## src/rtl/memory_bus_arbiter_pkg.sv

```systemverilog
// Shared definitions for the two-master memory bus arbiter: bus width, sequencer
// states and the round-robin pick.
package memory_bus_arbiter_pkg;

    localparam int unsigned BusWidth = 32;
    localparam int unsigned CntWidth = 4;

    localparam logic [1:0] IDLE   = 2'd0;
    localparam logic [1:0] ACCESS = 2'd1;
    localparam logic [1:0] WAIT   = 2'd2;
    localparam logic [1:0] DONE   = 2'd3;

    // Two requesters: a lone requester wins, contention goes to the port not served last.
    function automatic logic pick_port(input logic req0, input logic req1,
                                       input logic last_grant);
        if (req0 && req1) begin
            return !last_grant;
        end
        return req1;
    endfunction

endpackage

```

## src/rtl/memory_bus_arbiter_if.sv

```systemverilog
// One master's request/response channel to the shared memory bus arbiter.
interface memory_bus_arbiter_if;

    logic                                         req;
    logic                                         we;
    logic [memory_bus_arbiter_pkg::BusWidth-1:0]  addr;
    logic [memory_bus_arbiter_pkg::BusWidth-1:0]  wdata;
    logic [memory_bus_arbiter_pkg::BusWidth-1:0]  rdata;
    logic                                         ack;

    modport master (
        output req,
        output we,
        output addr,
        output wdata,
        input  rdata,
        input  ack
    );

    modport slave (
        input  req,
        input  we,
        input  addr,
        input  wdata,
        output rdata,
        output ack
    );

endinterface

```

## src/rtl/memory_bus_arbiter.sv

```systemverilog
// Round-robin arbiter and one-transaction-at-a-time sequencer for the shared memory bus;
// absorbs the fixed memory read latency and returns data with a one-cycle ack.
module memory_bus_arbiter
    import memory_bus_arbiter_pkg::*;
#(
    parameter int unsigned MEM_LATENCY = 1
) (
    input  logic                clk,
    input  logic                reset,
    memory_bus_arbiter_if.slave m0,
    memory_bus_arbiter_if.slave m1,
    output logic                memory_read,
    output logic                memory_write,
    output logic [BusWidth-1:0] address,
    output logic [BusWidth-1:0] write_data,
    input  logic [BusWidth-1:0] read_data,
    output logic                grant,
    output logic                busy
);

    localparam logic [CntWidth-1:0] LatCnt = CntWidth'(MEM_LATENCY);

    logic [1:0]          state_q, state_d;
    logic                last_grant_q, last_grant_d;
    logic                grant_q, grant_d;
    logic                we_q, we_d;
    logic [BusWidth-1:0] address_q, address_d;
    logic [BusWidth-1:0] write_data_q, write_data_d;
    logic [CntWidth-1:0] cnt_q, cnt_d;
    logic [BusWidth-1:0] rdata0_q, rdata0_d;
    logic [BusWidth-1:0] rdata1_q, rdata1_d;
    logic                pick;
    logic                capture;

    always_comb begin
        state_d      = state_q;
        last_grant_d = last_grant_q;
        grant_d      = grant_q;
        we_d         = we_q;
        address_d    = address_q;
        write_data_d = write_data_q;
        cnt_d        = cnt_q;
        capture      = 1'b0;
        pick         = pick_port(m0.req, m1.req, last_grant_q);

        unique case (state_q)
            IDLE: begin
                if (m0.req || m1.req) begin
                    grant_d      = pick;
                    last_grant_d = pick;
                    we_d         = pick ? m1.we    : m0.we;
                    address_d    = pick ? m1.addr  : m0.addr;
                    write_data_d = pick ? m1.wdata : m0.wdata;
                    cnt_d        = LatCnt;
                    state_d      = ACCESS;
                end
            end
            ACCESS: begin
                // cnt holds the number of WAIT cycles still to spend before data is valid.
                if (we_q) begin
                    state_d = DONE;
                end else if (cnt_q == '0) begin
                    capture = 1'b1;
                    state_d = DONE;
                end else begin
                    state_d = WAIT;
                end
            end
            WAIT: begin
                if (cnt_q <= CntWidth'(1)) begin
                    capture = 1'b1;
                    state_d = DONE;
                end else begin
                    cnt_d = cnt_q - CntWidth'(1);
                end
            end
            DONE: begin
                state_d = IDLE;
            end
            default: begin
                state_d = IDLE;
            end
        endcase
    end

    always_comb begin
        rdata0_d = rdata0_q;
        rdata1_d = rdata1_q;
        if (capture) begin
            if (grant_q) begin
                rdata1_d = read_data;
            end else begin
                rdata0_d = read_data;
            end
        end
    end

    always_ff @(posedge clk or posedge reset) begin
        if (reset) begin
            state_q      <= IDLE;
            last_grant_q <= 1'b1;
            grant_q      <= 1'b0;
            we_q         <= 1'b0;
            address_q    <= '0;
            write_data_q <= '0;
            cnt_q        <= '0;
            rdata0_q     <= '0;
            rdata1_q     <= '0;
        end else begin
            state_q      <= state_d;
            last_grant_q <= last_grant_d;
            grant_q      <= grant_d;
            we_q         <= we_d;
            address_q    <= address_d;
            write_data_q <= write_data_d;
            cnt_q        <= cnt_d;
            rdata0_q     <= rdata0_d;
            rdata1_q     <= rdata1_d;
        end
    end

    always_comb begin
        memory_read  = (state_q == ACCESS) && !we_q;
        memory_write = (state_q == ACCESS) && we_q;
        address      = address_q;
        write_data   = write_data_q;
        grant        = grant_q;
        busy         = (state_q != IDLE);
        m0.rdata     = rdata0_q;
        m1.rdata     = rdata1_q;
        m0.ack       = (state_q == DONE) && !grant_q;
        m1.ack       = (state_q == DONE) && grant_q;
    end

endmodule

```

## src/flat_wrapper.sv

```systemverilog
// flat-port wrapper written by rule: the top's interface ports become plain ports
module memory_bus_arbiter_flat import memory_bus_arbiter_pkg::*;
#(
    parameter int unsigned MEM_LATENCY = 1
)
  (clk, reset, memory_read, memory_write, address, write_data, read_data, grant, busy, m0_req, m0_we, m0_addr, m0_wdata, m0_rdata, m0_ack, m1_req, m1_we, m1_addr, m1_wdata, m1_rdata, m1_ack);
  memory_bus_arbiter_if m0_i ();
  memory_bus_arbiter_if m1_i ();
  input  logic clk;
  input  logic reset;
  output logic memory_read;
  output logic memory_write;
  output logic [BusWidth-1:0] address;
  output logic [BusWidth-1:0] write_data;
  input  logic [BusWidth-1:0] read_data;
  output logic grant;
  output logic busy;
  input wire logic [$bits(m0_i.req)-1:0] m0_req;
  input wire logic [$bits(m0_i.we)-1:0] m0_we;
  input wire logic [$bits(m0_i.addr)-1:0] m0_addr;
  input wire logic [$bits(m0_i.wdata)-1:0] m0_wdata;
  output wire logic [$bits(m0_i.rdata)-1:0] m0_rdata;
  output wire logic [$bits(m0_i.ack)-1:0] m0_ack;
  input wire logic [$bits(m1_i.req)-1:0] m1_req;
  input wire logic [$bits(m1_i.we)-1:0] m1_we;
  input wire logic [$bits(m1_i.addr)-1:0] m1_addr;
  input wire logic [$bits(m1_i.wdata)-1:0] m1_wdata;
  output wire logic [$bits(m1_i.rdata)-1:0] m1_rdata;
  output wire logic [$bits(m1_i.ack)-1:0] m1_ack;
  assign m0_i.req = m0_req;
  assign m0_i.we = m0_we;
  assign m0_i.addr = m0_addr;
  assign m0_i.wdata = m0_wdata;
  assign m0_rdata = m0_i.rdata;
  assign m0_ack = m0_i.ack;
  assign m1_i.req = m1_req;
  assign m1_i.we = m1_we;
  assign m1_i.addr = m1_addr;
  assign m1_i.wdata = m1_wdata;
  assign m1_rdata = m1_i.rdata;
  assign m1_ack = m1_i.ack;
  memory_bus_arbiter #(.MEM_LATENCY(MEM_LATENCY)) u_core (.clk(clk), .reset(reset), .m0(m0_i), .m1(m1_i), .memory_read(memory_read), .memory_write(memory_write), .address(address), .write_data(write_data), .read_data(read_data), .grant(grant), .busy(busy));
endmodule
```

## config.mk

```make
export PLATFORM = sky130hd
export DESIGN_NAME = memory_bus_arbiter_flat
export DESIGN_NICKNAME = d
export VERILOG_FILES = /design/src/rtl/memory_bus_arbiter_pkg.sv /design/src/rtl/memory_bus_arbiter_if.sv /design/src/rtl/memory_bus_arbiter.sv /design/src/flat_wrapper.sv
export SDC_FILE = /design/constraint.sdc
export NUM_CORES = 1
export LEC_CHECK = 0
export CORE_UTILIZATION = 44
export DETAILED_ROUTE_END_ITERATION = 10
export PLACE_DENSITY = 0.86
export SYNTH_ARGS = -nofsm -noshare
export SYNTH_HDL_FRONTEND = slang
export SYNTH_SLANG_ARGS = --single-unit
```

## constraint.sdc

```tcl
create_clock -name clk -period 11.9 [get_ports clk]
set_clock_uncertainty 0.2 [all_clocks]
set_input_delay 2.38 -clock clk [delete_from_list [all_inputs] [get_ports clk]]
set_output_delay 2.38 -clock clk [all_outputs]
set_load 0.05 [all_outputs]
```

# After elaboration in Yosys (flattened, before gate mapping)

Cells that the tools add are included.

Flip-flop bits (word level): 137
Latch bits: 0
Memory bits (writable): 0
Bits in read-only memories: 0
Input port bits: 166
Output and inout bits: 134
Memories: 0

$add $sub $neg: 1
Multipliers: 0
Divide/modulo/power cells: 0
Magnitude comparators: 1
Equal/unequal tests: 6
Shifts and indexed selects: 0
Mux-type cells: 18
Bitwise operators: 1
Reduce and logical (&&, ||, !) cells: 18

Operator list:

| operator                                                                         | number |
|---|---|
| 32-bit 2-to-1 mux                                                                | 2 |
| 1-bit 2-to-1 mux                                                                 | 8 |
| 4-bit 2-to-1 mux                                                                 | 2 |
| 2-bit one-hot mux with 4 select lines                                            | 1 |
| 4-bit one-hot mux with 2 select lines                                            | 1 |
| 2-bit AND reduction                                                              | 4 |
| 2-bit 2-to-1 mux                                                                 | 3 |
| 1-bit logical AND                                                                | 5 |
| 2-bit equality test, second input constant                                       | 2 |
| 4-bit by 1-bit less-or-equal comparator with 1-bit output, second input constant | 1 |
| 4-bit logical NOT                                                                | 1 |
| 2-bit by 1-bit inequality test with 1-bit output, second input constant          | 2 |
| 2-bit nonzero test                                                               | 2 |
| 4-bit by 1-bit subtractor with 4-bit output, second input constant               | 1 |
| 1-bit logical NOT                                                                | 3 |
| 3-bit AND reduction                                                              | 1 |
| 2-bit by 1-bit equality test with 1-bit output, second input constant            | 1 |
| 2-bit logical NOT                                                                | 1 |
| 2-bit inequality test, second input constant                                     | 1 |
| 1-bit one-hot mux with 2 select lines                                            | 1 |
| 1-bit logical OR                                                                 | 1 |
| 1-bit inverter                                                                   | 1 |

# Longest topological paths before layout

Word-level depth: 5
Mapped depth: 8

# Least setup slack after synthesis

OpenSTA, ideal clock, no wires.

Path kind: register to output
From: reg u_core.state_q[1]
To: out memory_read
Arrival: 1391 ps
Setup slack: 7929 ps
Cell stages (with the launch flop): 4
Path buffers: 0
Path through: dfrtp_1 -> inv_1 -> ha_1 -> nor2b_1

Word-level cells in the longest chain between the ends: 2

Ends and longest elaborated chain:

| element                                        | RTL line                  | text |
|---|---|---|
| start, declared                                | memory_bus_arbiter.sv:23  | `logic [1:0] state_q, state_d;` |
| start signal, assigned                         | memory_bus_arbiter.sv:110 | `state_q <= state_d;` |
| 2-bit by 1-bit equality test with 1-bit output | memory_bus_arbiter.sv:123 | `memory_read = (state_q == ACCESS) && !we_q;` |
| 1-bit logical AND                              | memory_bus_arbiter.sv:123 |  |
| end, declared                                  | flat_wrapper.sv:11        | `output logic memory_read;` |

Every way passes these cells.

# Final worst setup path

From: in m1_req
To: reg u_core.address_q[1], in the netlist u_core.address[1]

Word-level cells in the longest chain between the ends: 4
Elaborated cells between the ends (all ways): 6

Ends and longest elaborated chain:

| element              | RTL line                     | text |
|---|---|---|
| start, declared      | flat_wrapper.sv:24           | `input wire logic [$bits(m1_i.req)-1:0] m1_req;` |
| 1-bit logical AND    | memory_bus_arbiter_pkg.sv:16 | `if (req0 && req1) begin` |
| 1-bit 2-to-1 mux     | memory_bus_arbiter_pkg.sv:16 |  |
| 1-bit 2-to-1 mux     | memory_bus_arbiter_pkg.sv:19 | `return req1;` |
| 32-bit 2-to-1 mux    | memory_bus_arbiter.sv:52     | `address_d = pick ? m1.addr : m0.addr;` |
| end signal, assigned | memory_bus_arbiter.sv:114    | `address_q <= address_d;` |
| end, declared        | memory_bus_arbiter.sv:27     | `logic [BusWidth-1:0] address_q, address_d;` |

Parallel ways exist; a longest one is shown, timed or not.
A chain may end at the register's enable or synchronous reset.

==> metrics.txt <==
top cell type's share of synthesized area 0.5451; Final setup viols 0; width of the die approximately 120 microns; area of the mapped netlist 6243 sq um; # clock sinks between 100 and 150; met2 global-route usage 0.4425; count of flip-flops with a built-in enable after synthesis 0; initial antenna violation count 1; Adder-Cell Fraction of Synth Area 0.01403; Yosys top cell by area dfrtp_1; Worst setup SP type primary input; WL/cell 18.84 microns; minimum clock period after layout 4.950 ns; Initial DRC Count 233; most frequent cells in the layout clkdlybuf4s50_1, dfrtp_1, nand2_1; # nets final approximately 950; first drt pass iteration count 4; status completed; fin crit share 0.4159; Port-buffer cells 299; R2R Path Start u_core.state_q[0]$_DFFE_PP0P_; max_cap viols 0; dpl ws roughly 6.5 ns; f_max 202.0 MHz; Post-Syn Area per Cell around 13 sq um; met3 GRT Util 0.1010; htree depth 4; Die ar. 14,670 sq um; synthesis-to-finish area growth 58.16%; Num CTS Buffers 17; Pwr Density between 300 and 400 nW/um^2; path depth of the worst reg2reg path 6; routability cong. around 0.80; Ys Warns 0; grt peak-use layer met2; library cells used by synthesis 36; Final WS setup 6.950 ns; WP data arrival 5.02 ns; post-DP HPWL 12.88 mm; Fin Setup TNS 0 ns; Main synth FF type dfrtp_1; Residual DRC 0; drt total wl between 15 and 20 mm; Mapped Cells 480; RSZ-0062 raised after global routing no; Row Count 43; Core Box Area 13,880 sq um; register area share after synthesis 0.5493; Seq cells post-synth roughly 140; simple-gate portion of the synthesized area 0.05671; global route total overflow 0; WHS Path Cells 2; Area after DPL between 9000 and 10,000 sq um; Hold Path Class flop to flop; CTS tree done; Async SR Flop Fraction 1.000; CP Capture Type flop; largest net degree at the start of global routing 85; Leakage around 0.0043 uW; PostCTS Resize Cnt 0; cts hold-fix bufs 0; via count of the first global-routing pass 5,238; Synth Area in XOR/XNOR 0; clock root cell clkbuf_16; M1 GR Usage 0.2794; Slew Viols, Final 0; CTS clk-pin slew, worst paths 0.06 ns; Top-Level Pins 300; dominant cells by area after synthesis dfrtp_1, mux2_4, mux2i_1; Critical Path Start m1_req; Initial Util 0.4498; Tot GR Track Use 0.2535; Crit Path Max Fanout 41; CP Class primary input to flop; Hold Startpoint u_core.address[28]$_DFFE_PP0P_; largest family of logic cells by synthesized area multiplexers; layout cell share with drive strength beyond 1 0.1365; Compound-Gate Fraction of Synth Area 0.07635; synthesized net count between 600 and 700; commonest non-fill, non-tap cell in the layout clkdlybuf4s50_1; first-pass GRT wire length between 20 and 30 mm; Vias about 5k; mux cell area share after synthesis 0.2557; Slew headroom 0.2234; post-CTS setup buffers 0; final hold violation count 0; fin area roughly 10000 sq um; CP Data Required Time 11.97 ns; number of routed nets with antenna violations 0; Via density 5.083; Max clock buf depth 2; Max VDD drop 0.0001419 V; Clk Latency, worst-skew pair 0.41 ns; die extent in y around 120 microns; Worst-Margin Slew approximately 1.2 ns
-- metrics by stage --
| step | hold WS (ns) | total power (uW) | util | cells |
|---|---|---|---|---|
| 2_1_floorplan | 0.2707 | 2099 | - | 480 |
| 3_3_place_gp | 0.2614 | 2660 | 0.6660 | 933 |
| 3_5_place_dp | 0.2700 | 2713 | 0.6660 | 933 |
| 4_1_cts | 0.2831 | 3302 | 0.7112 | 964 |
| 5_1_grt | 0.3105 | 3419 | 0.7114 | 965 |
| 6_report | 0.2792 | 3284 | 0.7114 | 965 |
-- cell families (layout without fill, tap and decap cells) --
group,after synthesis,in the layout
buffers and inverters,37,341
adders and majority gates,7,7
and+or+nand+nor,83,83
AOI/OAI and AO/OA,87,87
muxes,129,129
DFF,137,137
other,0,1
-- final cells by class --
| cell class | instances | area (sq um) |
|---|---|---|
| fillers | 954 | 4006 |
| flip-flops and latches | 137 | 3430 |
| repair buffers | 303 | 3023 |
| multi-input cells | 306 | 2536 |
| clock buffers | 20 | 456.7 |
| well taps | 180 | 225.2 |
| clock inverters | 11 | 170.2 |
| inverters | 7 | 31.28 |
| diodes | 1 | 2.502 |
-- registers in the layout, indices dropped and copies added, names as in the netlist --
register	cells
u_core.address	32
u_core.cnt_q	4
u_core.grant	1
u_core.last_grant_q	1
u_core.m0.rdata	32
u_core.m1.rdata	32
u_core.state_q	2
u_core.we_q	1
u_core.write_data	32
-- Yosys cell counts, types with 2 or more instances --
master and count:
o21ai_2 2, mux2_2 4, and2_1 2, ha_1 7, mux2i_1 65, o221ai_1 2, inv_1 7, buf_6 6
o21ai_1 12, a31oi_1 2, mux2_4 60, o21ai_0 59, buf_2 10, dfrtp_1 136, a22o_1 2, a21oi_1 4
nor2_1 2, buf_12 6, nand2_1 69, nor2b_1 2, clkbuf_1 6
-- layer usage --
| metal | wire [microns] | share of wire | vias up |
|---|---|---|---|
| met5 | 0 | 0 | - |
| met3 | 1615 | 0.089 | 25 |
| met2 | 9261 | 0.51 | 241 |
| met4 | 364 | 0.020 | 0 |
| li1 | - | - | 2257 |
| met1 | 6941 | 0.38 | 2382 |
-- critical path: stages --
cell	delay [ns]
clkdlybuf4s50_1	0.59
a21boi_4	0.91
buf_4	0.70
mux2i_1	0.29
o21ai_0	0.10
-- power by group --
group          switching [uW]  total, uW  internal, uW
registers                 146        842           696
clock network             200        561           361
logic                    1180       1880           703
total                    1520       3280          1760
-- final timing paths --
check / to / slack, ns
max in group asynchronous: u_core.cnt_q[0]$_DFFE_PP0P_ / 7.88
min in group asynchronous: u_core.m0.rdata[28]$_DFFE_PP0P_ / 2.17
hold / removal: u_core.address[28]$_DFFE_PP0P_ / 0.28
hold reg to reg: u_core.address[28]$_DFFE_PP0P_ / 0.28
setup reg to reg: u_core.m0.rdata[29]$_DFFE_PP0P_ / 9.05
setup / recovery: u_core.address[1]$_DFFE_PP0P_ / 6.95
(Power assumes the default switching activity.)
